**src/rtl/muldiv_ctrl.sv**
```systemverilog
`default_nettype none
// ============================================================================
// Module      : muldiv_ctrl
// Description : Iterative radix-2 multiply/divide unit that owns HI/LO and
//               holds the pipeline while an operation is in flight.
// Revision    : 1.0 - initial release
// ============================================================================
module muldiv_ctrl (
    input  logic        clk,
    input  logic        rst,
    input  logic        start,
    input  logic        is_div,
    input  logic        sgn,
    input  logic [31:0] opa,
    input  logic [31:0] opb,
    input  logic        flush,
    input  logic        hi_we,
    input  logic        lo_we,
    input  logic [31:0] wdata,
    output logic [31:0] hi_o,
    output logic [31:0] lo_o,
    output logic        stall_o
);

    localparam logic [5:0] c_LAST_STEP = 6'd31;

    typedef enum logic [1:0] {
        S_IDLE = 2'd0,
        S_RUN  = 2'd1,
        S_FIX  = 2'd2
    } state_t;

    state_t      r_state;
    state_t      w_state_nxt;

    logic [5:0]  r_cnt;
    logic [31:0] r_hi;
    logic [31:0] r_lo;
    logic [63:0] r_acc;
    logic [31:0] r_b;
    logic        r_neg_q;
    logic        r_neg_r;
    logic        r_is_div;
    logic        r_sgn;
    logic        r_dz;

    logic        w_accept;
    logic        w_wr_ok;
    logic        w_commit;

    logic        w_a_neg;
    logic        w_b_neg;
    logic [31:0] w_a_mag;
    logic [31:0] w_b_mag;

    logic [32:0] w_sum;
    logic [63:0] w_mul_nxt;
    logic [64:0] w_sh;
    logic [32:0] w_diff;
    logic [63:0] w_div_nxt;

    logic [63:0] w_prod;
    logic [31:0] w_quo;
    logic [31:0] w_rem;

    // Operand magnitudes; signs only matter for signed operations
    assign w_a_neg = sgn & opa[31];
    assign w_b_neg = sgn & opb[31];
    assign w_a_mag = w_a_neg ? (32'd0 - opa) : opa;
    assign w_b_mag = w_b_neg ? (32'd0 - opb) : opb;

    // Multiply step: multiplier sits in acc[31:0] and shifts out as the
    // partial product grows into the upper half.
    assign w_sum     = {1'b0, r_acc[63:32]} + {1'b0, r_b};
    assign w_mul_nxt = r_acc[0] ? {w_sum, r_acc[31:1]} : {1'b0, r_acc[63:1]};

    // Divide step: acc = {remainder, dividend/quotient}; restoring compare.
    assign w_sh      = {r_acc, 1'b0};
    assign w_diff    = w_sh[64:32] - {1'b0, r_b};
    assign w_div_nxt = w_diff[32] ? w_sh[63:0]
                                  : {w_diff[31:0], w_sh[31:1], 1'b1};

    assign w_prod = (r_sgn & r_neg_q) ? (64'd0 - r_acc) : r_acc;
    assign w_quo  = r_neg_q ? (32'd0 - r_acc[31:0])  : r_acc[31:0];
    assign w_rem  = r_neg_r ? (32'd0 - r_acc[63:32]) : r_acc[63:32];

    always_comb begin
        w_state_nxt = r_state;
        w_accept    = 1'b0;
        w_wr_ok     = 1'b0;
        case (r_state)
            S_IDLE: begin
                if (!flush && start) begin
                    w_accept    = 1'b1;
                    w_state_nxt = (is_div && (opb == 32'd0)) ? S_FIX : S_RUN;
                end else if (!flush) begin
                    w_wr_ok = 1'b1;
                end
            end
            S_RUN: begin
                if (flush) begin
                    w_state_nxt = S_IDLE;
                end else if (r_cnt == c_LAST_STEP) begin
                    w_state_nxt = S_FIX;
                end
            end
            S_FIX: begin
                w_state_nxt = S_IDLE;
            end
            default: begin
                w_state_nxt = S_IDLE;
            end
        endcase
    end

    // A flush in FIX discards the result; divide-by-zero never commits.
    assign w_commit = (r_state == S_FIX) & ~flush & ~r_dz;

    always_ff @(posedge clk) begin
        if (rst) begin
            r_state  <= S_IDLE;
            r_cnt    <= 6'd0;
            r_hi     <= 32'd0;
            r_lo     <= 32'd0;
            r_acc    <= 64'd0;
            r_b      <= 32'd0;
            r_neg_q  <= 1'b0;
            r_neg_r  <= 1'b0;
            r_is_div <= 1'b0;
            r_sgn    <= 1'b0;
            r_dz     <= 1'b0;
        end else begin
            r_state <= w_state_nxt;

            if (w_accept) begin
                r_acc    <= {32'd0, w_a_mag};
                r_b      <= w_b_mag;
                r_neg_q  <= w_a_neg ^ w_b_neg;
                r_neg_r  <= w_a_neg;
                r_is_div <= is_div;
                r_sgn    <= sgn;
                r_dz     <= is_div & (opb == 32'd0);
                r_cnt    <= 6'd0;
            end else if (r_state == S_RUN) begin
                r_acc <= r_is_div ? w_div_nxt : w_mul_nxt;
                r_cnt <= r_cnt + 6'd1;
            end

            if (w_commit) begin
                if (r_is_div) begin
                    r_hi <= w_rem;
                    r_lo <= w_quo;
                end else begin
                    r_hi <= w_prod[63:32];
                    r_lo <= w_prod[31:0];
                end
            end else if (w_wr_ok) begin
                if (hi_we) begin
                    r_hi <= wdata;
                end
                if (lo_we) begin
                    r_lo <= wdata;
                end
            end
        end
    end

    assign hi_o    = r_hi;
    assign lo_o    = r_lo;
    assign stall_o = ~rst & ~flush &
                     (((r_state == S_IDLE) & start) | (r_state == S_RUN));

endmodule
`default_nettype wire

```
**config.mk**
```make
export PLATFORM = sky130hd
export DESIGN_NAME = muldiv_ctrl
export DESIGN_NICKNAME = d
export VERILOG_FILES = /design/src/rtl/muldiv_ctrl.sv
export SDC_FILE = /design/constraint.sdc
export NUM_CORES = 1
export LEC_CHECK = 0
export CAP_MARGIN = 30
export CORE_ASPECT_RATIO = 2
export CORE_MARGIN = 1.5
export CORE_UTILIZATION = 50
export CTS_CLUSTER_SIZE = 12
export DETAILED_ROUTE_END_ITERATION = 8
export HOLD_SLACK_MARGIN = 0.12
export MAX_ROUTING_LAYER = met4
export PLACE_DENSITY = 0.76
export SYNTH_ARGS = -nofsm -noshare
export SYNTH_HDL_FRONTEND = slang
export SYNTH_SLANG_ARGS = --single-unit
```
**constraint.sdc**
```tcl
create_clock -name clk -period 7.2 [get_ports clk]
set_clock_uncertainty 0.1 [all_clocks]
set_input_delay 1.44 -clock clk [delete_from_list [all_inputs] [get_ports clk]]
set_output_delay 1.44 -clock clk [all_outputs]
set_load 0.005 [all_outputs]
```
==> results of run 1 <==
logic make-up (layout without fill, tap and decap cells):
family	after synthesis	count (layout)	synth area share [%]
adder cells (fa/ha/maj)	71	71	6.17
XOR/XNOR	162	162	9.69
buffers and inverters	204	280	5.57
multiplexers	119	119	8.20
AO/OA/AOI/OAI	607	607	28.0
AND/OR/NAND/NOR	560	560	18.7
flip-flops	173	173	23.7
routing by layer:
metal | vias to the layer above | wire length (um) | track usage (%)
li1 | 7084 | - | -
met1 | 7207 | 17200 | 31.8
met4 | 0 | 5910 | 33.4
met2 | 594 | 28100 | 64.0
met5 | - | 0 | -
met3 | 295 | 2660 | 6.69
synth_stat cells, types with 27 or more instances:
library cell,n
clkbuf_1,109
nor3_1,38
xor2_1,98
dfxtp_1,173
o21ai_0,96
a21o_1,35
nand3_1,27
xnor2_1,64
ha_1,69
nand2_1,123
mux2i_1,111
a21oi_1,146
nor2_1,222
inv_1,62
a211oi_1,160
worst max-delay path, delay by kind of cell:
family / cells / cell delay [ps]
buffers and inverters: 2 / 1090
AND/OR/NAND/NOR: 1 / 360
power breakdown:
part	internal (mW)	leakage [nW]	switching (mW)
Sequential	1.00	1.41	0.0877
Combinational	0.333	5.24	0.466
Clock	0.465	0.265	0.455
worst max path at each step:
stage,from,endpoint,slack [ps],cells past startpoint
4_1_cts,flush,stall_o,2790,3
2_1_floorplan,opa[12],r_acc[27],3460,9
6_report,flush,stall_o,2760,3
3_3_place_gp,flush,hi_o[1],2640,6
5_1_grt,start,stall_o,2670,4
3_5_place_dp,opa[10],r_acc[29],2720,10
metrics by stage:
step	total power [mW]	hold WS (ps)	cell area, um^2	util [%]	std cells
floorplan	1.60	340	14600	-	1896
global route	2.92	412	16900	58.7	2332
finish	2.81	385	16900	58.7	2332
global placement	1.88	364	16300	56.6	2297
detailed placement	1.89	377	16400	56.8	2300
CTS	2.80	387	16900	58.7	2332
area by class of cell:
type                    instances  area (um^2)  area share (%)
repair buffers                186         1840            10.9
well taps                     360          450            2.66
clock buffers                  19          443            2.62
inverters                      62          233            1.37
flip-flops and latches        173         3460            20.5
clock inverters                13          119           0.702
multi-input cells            1519        10400            61.3
registers in the layout, summed over array words and instances, names as in the netlist:
register	cells
hi_o	32
lo_o	32
r_acc	64
r_b	32
r_cnt	6
r_dz	1
r_is_div	1
r_neg_q	1
r_neg_r	1
r_sgn	1
r_state	2
layout by cell type, fill, tap and decap left out, types with 14 or more instances in the layout:
master / n
xnor2_1: 64
dfxtp_1: 172
o21ai_0: 96
a211oi_1: 160
nand3_1: 27
mux2i_1: 111
nand4_1: 16
nand2b_1: 15
o21a_1: 19
a21o_1: 35
nor3_1: 38
o31ai_1: 21
clkbuf_16: 17
ha_1: 69
a31oi_1: 22
clkdlybuf4s50_1: 167
and3_1: 14
inv_1: 62
o211ai_1: 20
xor2_1: 98
buf_4: 16
nor2_1: 221
nand2_1: 121
a21oi_1: 146
nor4_1: 23
==> out/metrics.sh, run 1 <==
OUTCOME='completed'
ANTENNA_CELLS=0
MOST_AREA_HUNGRY_CELL_TYPE_IN_THE_YOSYS_NETLIST='dfxtp_1'
AREA.GROWTH.SYNTH_TO_FINAL_PCT=15.7
DIE_X_UM=124
POST-CTS-SETUP-BUFFER-COUNT=0
GROUTE.USAGE.OVERALL_PCT=36.4
POST_ROUTE_CELLS_DRIVE_ABOVE_1_SHARE_PCT=5.43
SETUP.REG_TO_REG.WORST_SLACK_PS=3080
SYNTH_EDF_COUNT=0
POSTROUTEWIRELENGTH_UM=53900
SYNTH_SEQUENTIAL_AREA_RATIO_PCT=23.7
FIRSTDRTPASSITERS=6
FINAL_HOLD_VIOL_COUNT=0
NUMBER_OF_ANTENNA_VIOLATING_NETS_IN_THE_ROUTED_DESIGN=0
GRT_SETUP_UNREPAIRED='no'
TIMING.CRITICAL_PATH.SLOWEST_STAGE_CELL='clkdlybuf4s50_1'
HOLD_PATH_CELLS=2
GRT_OVERFLOW_TOTAL=0
CLOCKROOTBUFFER='clkbuf_16'
MAX_CLOCK_FREQ_MHz=225
PERIOD_UTILIZATION_PCT=61.6
POST_CTS.RESIZED_INSTANCES=0
AVGROUTEDWIREPERCELL_UM=23.1
CRITICAL_PATH_CELL_BY_CELL='clkdlybuf4s50_1 -> nor4_1 -> clkdlybuf4s50_1'
PRE_CTS_SLACK_PS=2720
STARTPOINT_TYPE='input port'
CLOCK_TREE.BUFFER_DEPTH=2
CRITICAL_PATH_CLASS='input port to primary output'
TRITONCTS_NUM_SINKS=173
POWER_DENSITY_nW_PER_UM2=166
POSTSYNTHNETCOUNT=2071
WORSTHOLDENDPOINT='r_cnt[1]'
CTS_TREE='built'
DR.FIRST_ITER.DRC_COUNT=1074
CRIT_PATH_MAX_FANOUT=7
R2R-START='r_acc[32]'
REQUIRED_WORST_ENDPOINT_PS=5660
FF2FF_PATH_DEPTH=12
DP.FINAL_HPWL_UM=41300
VIAS_PER_CELL=6.51
HP-CLASS='flop to flop'
MAX_CAP_VIOL_COUNT=0
SYNTH.DISTINCT_CELLS=88
CTS_HOLD_BUF=0
POSTSYNTHCELLCOUNT=1896
INITIAL_UTILIZATION_PCT=50.8
YS.WARNINGS.COUNT=0
GRT_PASS1_WL_UM=81300
NUMCTSBUFFERS=17
HP-START='r_cnt[1]'
YS.FLOP_TYPE='dfxtp_1'
DIE-AREA_UM2=30400
SYNTH-ASYNC-RESET-RATIO_PCT=0
VIA_COUNT_OF_THE_FIRST_GLOBAL_ROUTING_PASS=14900
BUFFER_PORTS.INSERTED=168
INITIAL_ANTENNA_VIOLATION_COUNT=0
SYNTH.CELL_AREA_UM2=14600
MAX-VDD-IR-DROP_mV=0.192
TIMING_WORST_SLEW_PIN_VALUE_PS=1030
FLOORPLAN.IO_PINS=169
POST-ROUTE-WORST-SETUP-SLACK_PS=2760
FLOORPLAN.CORE_AREA_UM2=28800
SLEW_VIOLATIONS=0
CTS.HTREE.LEVELS=4
FP-ROW-COUNT=88
PATH_COMMON_CELL='clkdlybuf4s50_1'
RR_ENDPOINT='r_acc[43]'
FILL_CELLS=2721
REPORT.FINAL.SETUP_VIOL=0
FINISH.NET_COUNT=2134
PIN_COUNT_OF_THE_BIGGEST_NET_ENTERING_GLOBAL_ROUTING=93
INSERTION_DELAY_PS=460
WORST_SETUP_HOLD_PATH_CLK_SLEW_PS=70
SYNTH_TOP_AREA_SHARE_PCT=23.7
TIMING.CRITICAL_PATH.TO_TYPE='primary output'
WORST_PATH_LARGEST_CELL_DELAY_PS=560
FINALWORSTPATHREQUIREDPERIOD_PS=4440
WP_DATA_ARRIVAL_PS=2900
VIAS=15200
TIMING.SLEW.HEADROOM_PCT=30.5
LEAKAGEPOWER_nW=6.92
SYNTH_AREA_LEADERS='dfxtp_1 24%, a211oi_1 8.2%, mux2i_1 7.6%'
GP_CONGESTION=0.986
POSTSYNTHAREAPERCELL_UM2=7.72
DIEHEIGHT_UM=245
SETUP_TNS_PS=0
DRC_VIOLS=0
SYNTH-SEQ-CELLS=173
Note: power is estimated with default switching activity, not from simulation.
==> inputs of run 2 (changes only) <==
Clock period 7.2 ns to 4.29 ns, I/O delays scaled along.
==> out/metrics.sh, run 2 (synthesis gave the netlist of run 1 again) <==
MAX_CLOCK_FREQ_MHz=266
PRE_CTS_SLACK_PS=229  # -2490 ps
REQUIRED_WORST_ENDPOINT_PS=4470  # -1190 ps
POST-CTS-SETUP-BUFFER-COUNT=0  # unchanged
HP-START='r_dz'
POSTROUTEWIRELENGTH_UM=56800  # +5.3%
WORST_PATH_DOMINANT_CELL_FAMILY='simple AND/OR/NAND/NOR gates'
STARTPOINT_TYPE='input port'
CP_NUM_BUF_INV=1  # -1
MAX_CAP_VIOL_COUNT=0  # unchanged
SETUP.REG_TO_REG.WORST_SLACK_PS=580  # -2500 ps
FINAL_STANDARD_CELL_UTILIZATION_OF_THE_CORE_PCT=59.8  # +1.1 points
NUMPLACEDINSTANCES=2339  # +1.7%
POWER_DENSITY_nW_PER_UM2=282  # +70%
CTS.HTREE.LEVELS=4  # unchanged
WORST_PATH_LARGEST_CELL_DELAY_PS=870  # +310 ps
CTS_TREE='built'
GRT_PASS1_WL_UM=84400  # +3.8%
CTS_HOLD_BUF=0  # unchanged
INITIAL_ANTENNA_VIOLATION_COUNT=0  # unchanged
VIA_COUNT_OF_THE_FIRST_GLOBAL_ROUTING_PASS=15100  # +1.8%
TIMING_WORST_SLEW_PIN_VALUE_PS=1000  # -28.9 ps
POST_ROUTE_CELLS_DRIVE_ABOVE_1_SHARE_PCT=7.21  # +1.8 points
GRT_SETUP_UNREPAIRED='no'
MULTI_INPUT_COMB_AREA_UM2=10400  # about the same
CLOCK_TREE.BUFFER_DEPTH=2  # unchanged
AREA.SEQUENTIAL_UM2=3460  # unchanged
DRC_VIOLS=0  # unchanged
OUTCOME='completed'
WP_DATA_ARRIVAL_PS=3940  # +1040 ps
PATH_DEPTH=9  # +6
NUMCTSBUFFERS=17  # unchanged
ANTENNA_CELLS=0  # unchanged
LEAKAGEPOWER_nW=7.13  # +3.1%
NUMBER_OF_ANTENNA_VIOLATING_NETS_IN_THE_ROUTED_DESIGN=0  # unchanged
GROUTE.USAGE.OVERALL_PCT=38.5  # +2.0 points
FILL_CELLS=2653  # -2.5%
LARGEST_REGISTER_FFS=64  # unchanged
SLEW_VIOLATIONS=0  # unchanged
FLOORPLAN.CORE_AREA_UM2=28800  # unchanged
WORSTHOLDENDPOINT='r_dz'
VIAS=15300  # +1.1%
GP_CONGESTION=1.02  # +3.4%
FIRSTDRTPASSITERS=5  # -1
DP.FINAL_HPWL_UM=44200  # +7.1%
INSTANCES_NO_FILL=2371  # +1.7%
FP-ROW-COUNT=88  # unchanged
PIN_COUNT_OF_THE_BIGGEST_NET_ENTERING_GLOBAL_ROUTING=86  # -7.5%
REPORT.FINAL.SETUP_VIOL=0  # unchanged
POST_CTS.RESIZED_INSTANCES=0  # unchanged
BUFFER_PORTS.INSERTED=168  # unchanged
PERIOD_UTILIZATION_PCT=87.7
INITIAL_UTILIZATION_PCT=50.8  # unchanged
DIEHEIGHT_UM=245  # unchanged
TIMING.SLEW.HEADROOM_PCT=32.7  # +2.2 points
DIE-AREA_UM2=30400  # unchanged
SETUP_TNS_PS=0  # unchanged
FINAL_HOLD_VIOL_COUNT=0  # unchanged
LAYOUT_COMMONEST_CELL='nor2_1'
DR.FIRST_ITER.DRC_COUNT=1024  # -4.7%
CRITICAL_PATH_CELL_BY_CELL='clkdlybuf4s50_1 -> or4_1 -> nor2_1 -> nand2_1 -> nor2_1 -> nand2_1 -> o31ai_1 -> xor2_1 -> a211oi_1'
TIMING.CRITICAL_PATH.SLOWEST_STAGE_CELL='a211oi_1'
TIMING.CRITICAL_PATH.TO_TYPE='flop'
HP-CLASS='flop to flop'
CRITICAL_PATH_CLASS='input port to flop'
VIAS_PER_CELL=6.47  # -0.60%
LARGEST-REGISTER='r_acc'
TRITONCTS_NUM_SINKS=173  # unchanged
CLOCKROOTBUFFER='clkbuf_16'
CRIT_PATH_MAX_FANOUT=6  # -1
WORST_SETUP_HOLD_PATH_CLK_SLEW_PS=80  # about the same
RR_ENDPOINT='r_acc[59]'
AVGROUTEDWIREPERCELL_UM=24.0  # +3.6%
HOLD_PATH_CELLS=2  # unchanged
FINISH.NET_COUNT=2173  # +1.8%
MOST-COMMON-LAYOUT-CELLS='222 x nor2_1, 172 x dfxtp_1, 167 x clkdlybuf4s50_1'
POST-ROUTE-WORST-SETUP-SLACK_PS=528  # -2240 ps
GRT_OVERFLOW_TOTAL=0  # unchanged
MAX-VDD-IR-DROP_mV=0.314  # +64%
FF2FF_PATH_DEPTH=11  # -1
DIE_X_UM=124  # unchanged
FINALWORSTPATHREQUIREDPERIOD_PS=3760
R2R-START='r_acc[32]'
AREA.GROWTH.SYNTH_TO_FINAL_PCT=17.8
FINALPOWER_mW=4.87  # +73%
INSERTION_DELAY_PS=470  # about the same
FLOORPLAN.IO_PINS=169  # unchanged
[run 2: how the worst max path moves through the flow]
stage | slack, ps | start | end
4_1_cts | 640 | r_acc[32] | r_acc[59]
2_1_floorplan | 890 | r_acc[0] | hi_o[8]
3_3_place_gp | 250 | opb[6] | r_b[25]
3_5_place_dp | 230 | opb[6] | r_b[25]
5_1_grt | 450 | r_acc[33] | r_acc[39]
6_report | 530 | opb[6] | r_b[25]
[run 2: final cells by class]
type,instances,area share [%]
Clock inverter,15,1.04
Timing Repair Buffer,225,12.3
Sequential cell,173,20.1
Clock buffer,17,2.47
Inverter,62,1.35
Multi-Input combinational cell,1519,60.2
Tap cell,360,2.61
[run 2: worst register-to-register path: stages (launching register included)]
cell and delay, ps:
dfxtp_1 380, ha_1 250, fa_1 430, a211oi_1 440
o21ai_0 270, a31oi_1 190, o21ai_0 260, or4_1 610
a31oi_1 290, xnor2_1 160, mux2i_1 90, a21oi_1 170
[run 2: stage by stage]
step           area, um^2  hold slack (ps)
3_3_place_gp        16600              355
4_1_cts             17200              388
3_5_place_dp        16600              377
5_1_grt             17200              392
2_1_floorplan       14600              340
6_report            17200              394
[run 2: layer usage]
metal / up-vias / share of wire, % / global-route usage [%]
met3: 378 / 5.4 / 8.06
met2: 639 / 51 / 65.9
met5: - / 0 / -
met1: 7151 / 30 / 31.7
met4: 0 / 13 / 41.6
li1: 7173 / - / -
[run 2: report_power, final]
group | total, mW | internal (mW) | leakage [nW] | switching, mW
combinational | 1.39 | 0.578 | 5.43 | 0.815
sequential | 1.82 | 1.69 | 1.41 | 0.137
clock | 1.65 | 0.879 | 0.287 | 0.774
total | 4.87 | 3.14 | 7.13 | 1.73
==> inputs of run 3 (changes only) <==
Settings changed: RECOVER_POWER from default to 50, SLEW_MARGIN from default to 15.
==> out/metrics.sh, run 3 (synthesis gave the netlist of run 1 again) <==
TIMING.CRITICAL_PATH.TO_TYPE='flop'
POST_CTS.RESIZED_INSTANCES=0  # unchanged
FILL_CELLS=2660  # +0.26%
MAX-VDD-IR-DROP_mV=0.316  # +0.71%
FF2FF_PATH_DEPTH=11  # unchanged
LARGEST_REGISTER_FFS=64  # unchanged
FP-ROW-COUNT=88  # unchanged
NUMCTSBUFFERS=17  # unchanged
GRT_PASS1_WL_UM=84400  # unchanged
POST-CTS-SETUP-BUFFER-COUNT=0  # unchanged
RR_ENDPOINT='r_acc[59]'
CP_NUM_BUF_INV=1  # unchanged
WORSTHOLDENDPOINT='r_dz'
INITIAL_ANTENNA_VIOLATION_COUNT=0  # unchanged
VIAS_PER_CELL=6.48  # about the same
DIE_X_UM=124  # unchanged
FLOORPLAN.IO_PINS=169  # unchanged
HOLD_PATH_CELLS=2  # unchanged
CRITICAL_PATH_CELL_BY_CELL='dlygate4sd3_1 -> or4_1 -> nor2_1 -> nand2_1 -> nor2_1 -> nand2_1 -> o31ai_1 -> xor2_1 -> a211oi_1'
GP_CONGESTION=1.02  # unchanged
POST_ROUTE_CELLS_DRIVE_ABOVE_1_SHARE_PCT=7.06  # -0.15 points
FINALPOWER_mW=4.86  # -0.11%
FINAL_HOLD_VIOL_COUNT=0  # unchanged
CTS_HOLD_BUF=0  # unchanged
POST-ROUTE-WORST-SETUP-SLACK_PS=404  # -125 ps
STARTPOINT_TYPE='input port'
WORST_PATH_DOMINANT_CELL_FAMILY='simple AND/OR/NAND/NOR gates'
CTS_TREE='built'
VIAS=15400  # +0.085%
TIMING_WORST_SLEW_PIN_VALUE_PS=1740  # +739 ps
ANTENNA_CELLS=0  # unchanged
AVGROUTEDWIREPERCELL_UM=24.0  # +0.19%
GROUTE.USAGE.OVERALL_PCT=38.5  # unchanged
MOST-COMMON-LAYOUT-CELLS='222 x nor2_1, 172 x dfxtp_1, 160 x a211oi_1'
INSERTION_DELAY_PS=470  # about the same
CLOCK_TREE.BUFFER_DEPTH=2  # unchanged
GRT_OVERFLOW_TOTAL=0  # unchanged
HP-START='r_dz'
LEAKAGEPOWER_nW=7.33  # +2.7%
FIRSTDRTPASSITERS=5  # unchanged
SETUP.REG_TO_REG.WORST_SLACK_PS=570  # about the same
DP.FINAL_HPWL_UM=44200  # unchanged
REQUIRED_WORST_ENDPOINT_PS=4470  # about the same
FINISH.NET_COUNT=2173  # unchanged
FINALWORSTPATHREQUIREDPERIOD_PS=3890  # +125 ps
R2R-START='r_acc[32]'
TIMING.CRITICAL_PATH.SLOWEST_STAGE_CELL='a211oi_1'
GRT_SETUP_UNREPAIRED='no'
PRE_CTS_SLACK_PS=229  # unchanged
FIN_AREA_UM2=17200  # about the same
CTS.HTREE.LEVELS=4  # unchanged
DIE-AREA_UM2=30400  # unchanged
DETAILED_PLACE.AREA_UM2=16600  # unchanged
CLOCKROOTBUFFER='clkbuf_16'
FAILED_CHECKS='max-capacitance violations, max-slew violations'
TIMING.SLEW.HEADROOM_PCT=-16.2  # -49 points
MAX_CLOCK_FREQ_MHz=257  # -3.2%
POWER_DENSITY_nW_PER_UM2=282  # about the same
DR.FIRST_ITER.DRC_COUNT=943  # -7.9%
INITIAL_UTILIZATION_PCT=50.8  # unchanged
NUMBER_OF_ANTENNA_VIOLATING_NETS_IN_THE_ROUTED_DESIGN=0  # unchanged
POSTROUTEWIRELENGTH_UM=56900  # +0.19%
AREA.GROWTH.SYNTH_TO_FINAL_PCT=17.7  # about the same
REPORT.FINAL.SETUP_VIOL=0  # unchanged
PERIOD_UTILIZATION_PCT=90.6  # +2.9 points
LAYOUT_COMMONEST_CELL='nor2_1'
OUTCOME='finished, violations left'
PIN_COUNT_OF_THE_BIGGEST_NET_ENTERING_GLOBAL_ROUTING=86  # unchanged
CRIT_PATH_MAX_FANOUT=6  # unchanged
TRITONCTS_NUM_SINKS=173  # unchanged
WP_DATA_ARRIVAL_PS=4070  # +130 ps
SLEW_VIOLATIONS=86  # +86
LARGEST-REGISTER='r_acc'
WORST_SETUP_HOLD_PATH_CLK_SLEW_PS=80  # about the same
FINAL_STANDARD_CELL_UTILIZATION_OF_THE_CORE_PCT=59.7  # about the same
CRITICAL_PATH_CLASS='input port to flop'
BUFFER_PORTS.INSERTED=168  # unchanged
FLOORPLAN.CORE_AREA_UM2=28800  # unchanged
DRC_VIOLS=0  # unchanged
DIEHEIGHT_UM=245  # unchanged
SETUP_TNS_PS=0  # unchanged
WORST_PATH_LARGEST_CELL_DELAY_PS=870  # about the same
VIA_COUNT_OF_THE_FIRST_GLOBAL_ROUTING_PASS=15100  # unchanged
MAX_CAP_VIOL_COUNT=1  # +1
HP-CLASS='flop to flop'
## run 3: changes by cell type in the layout (fill, tap and decap cells not counted), moves of 2 or more
| cell | change |
|---|---|
| clkbuf_1 | +2 |
| clkdlybuf4s50_1 | -68 |
| and2_0 | +2 |
| dlygate4sd3_1 | +68 |
| buf_4 | -3 |
## run 3: worst reg2reg max path: stages, from the launching register on
cell and delay [ps]:
dfxtp_1 380, ha_1 250, fa_1 430, a211oi_1 440, o21ai_0 280, a31oi_1 190, o21ai_0 270, or4_1 620
a31oi_1 290, xnor2_1 160, mux2i_1 90, a21oi_1 160
## run 3: worst max path at each step
stage | startpoint | to | slack, ps | cells past startpoint
2_1_floorplan | r_acc[0] | hi_o[8] | 890 | 13
3_5_place_dp | opb[6] | r_b[25] | 230 | 9
4_1_cts | r_acc[32] | r_acc[59] | 640 | 11
3_3_place_gp | opb[6] | r_b[25] | 250 | 9
6_report | opb[6] | r_b[25] | 400 | 9
5_1_grt | flush | lo_o[13] | 240 | 5
## run 3: per-layer routing
| layer | vias to the layer above | wire (um) | GRT usage [%] |
|---|---|---|---|
| met3 | 366 | 3170 | 8.06 |
| met1 | 7148 | 17100 | 31.7 |
| li1 | 7174 | - | - |
| met4 | 0 | 7710 | 41.6 |
| met5 | - | 0 | - |
| met2 | 666 | 29000 | 65.9 |
## run 3: metrics by stage
stage | cells | hold WS [ps]
floorplan | 1896 | 340
global placement | 2338 | 355
detailed placement | 2339 | 377
CTS | 2371 | 388
global route | 2371 | 386
finish | 2371 | 386
## run 3: layout make-up
cell class	count	area (um^2)	share of cell area, %
multi-input combinational	1519	10400	60.2
sequential	173	3460	20.1
timing repair buffer	225	2110	12.2
tap	360	450	2.61
clock buffer	17	425	2.47
inverter	62	233	1.35
clock inverter	15	180	1.05
## run 3: power by group
part | switching, mW | internal, mW
logic | 0.817 | 0.568
registers | 0.136 | 1.69
clock network | 0.778 | 0.879
total | 1.73 | 3.13
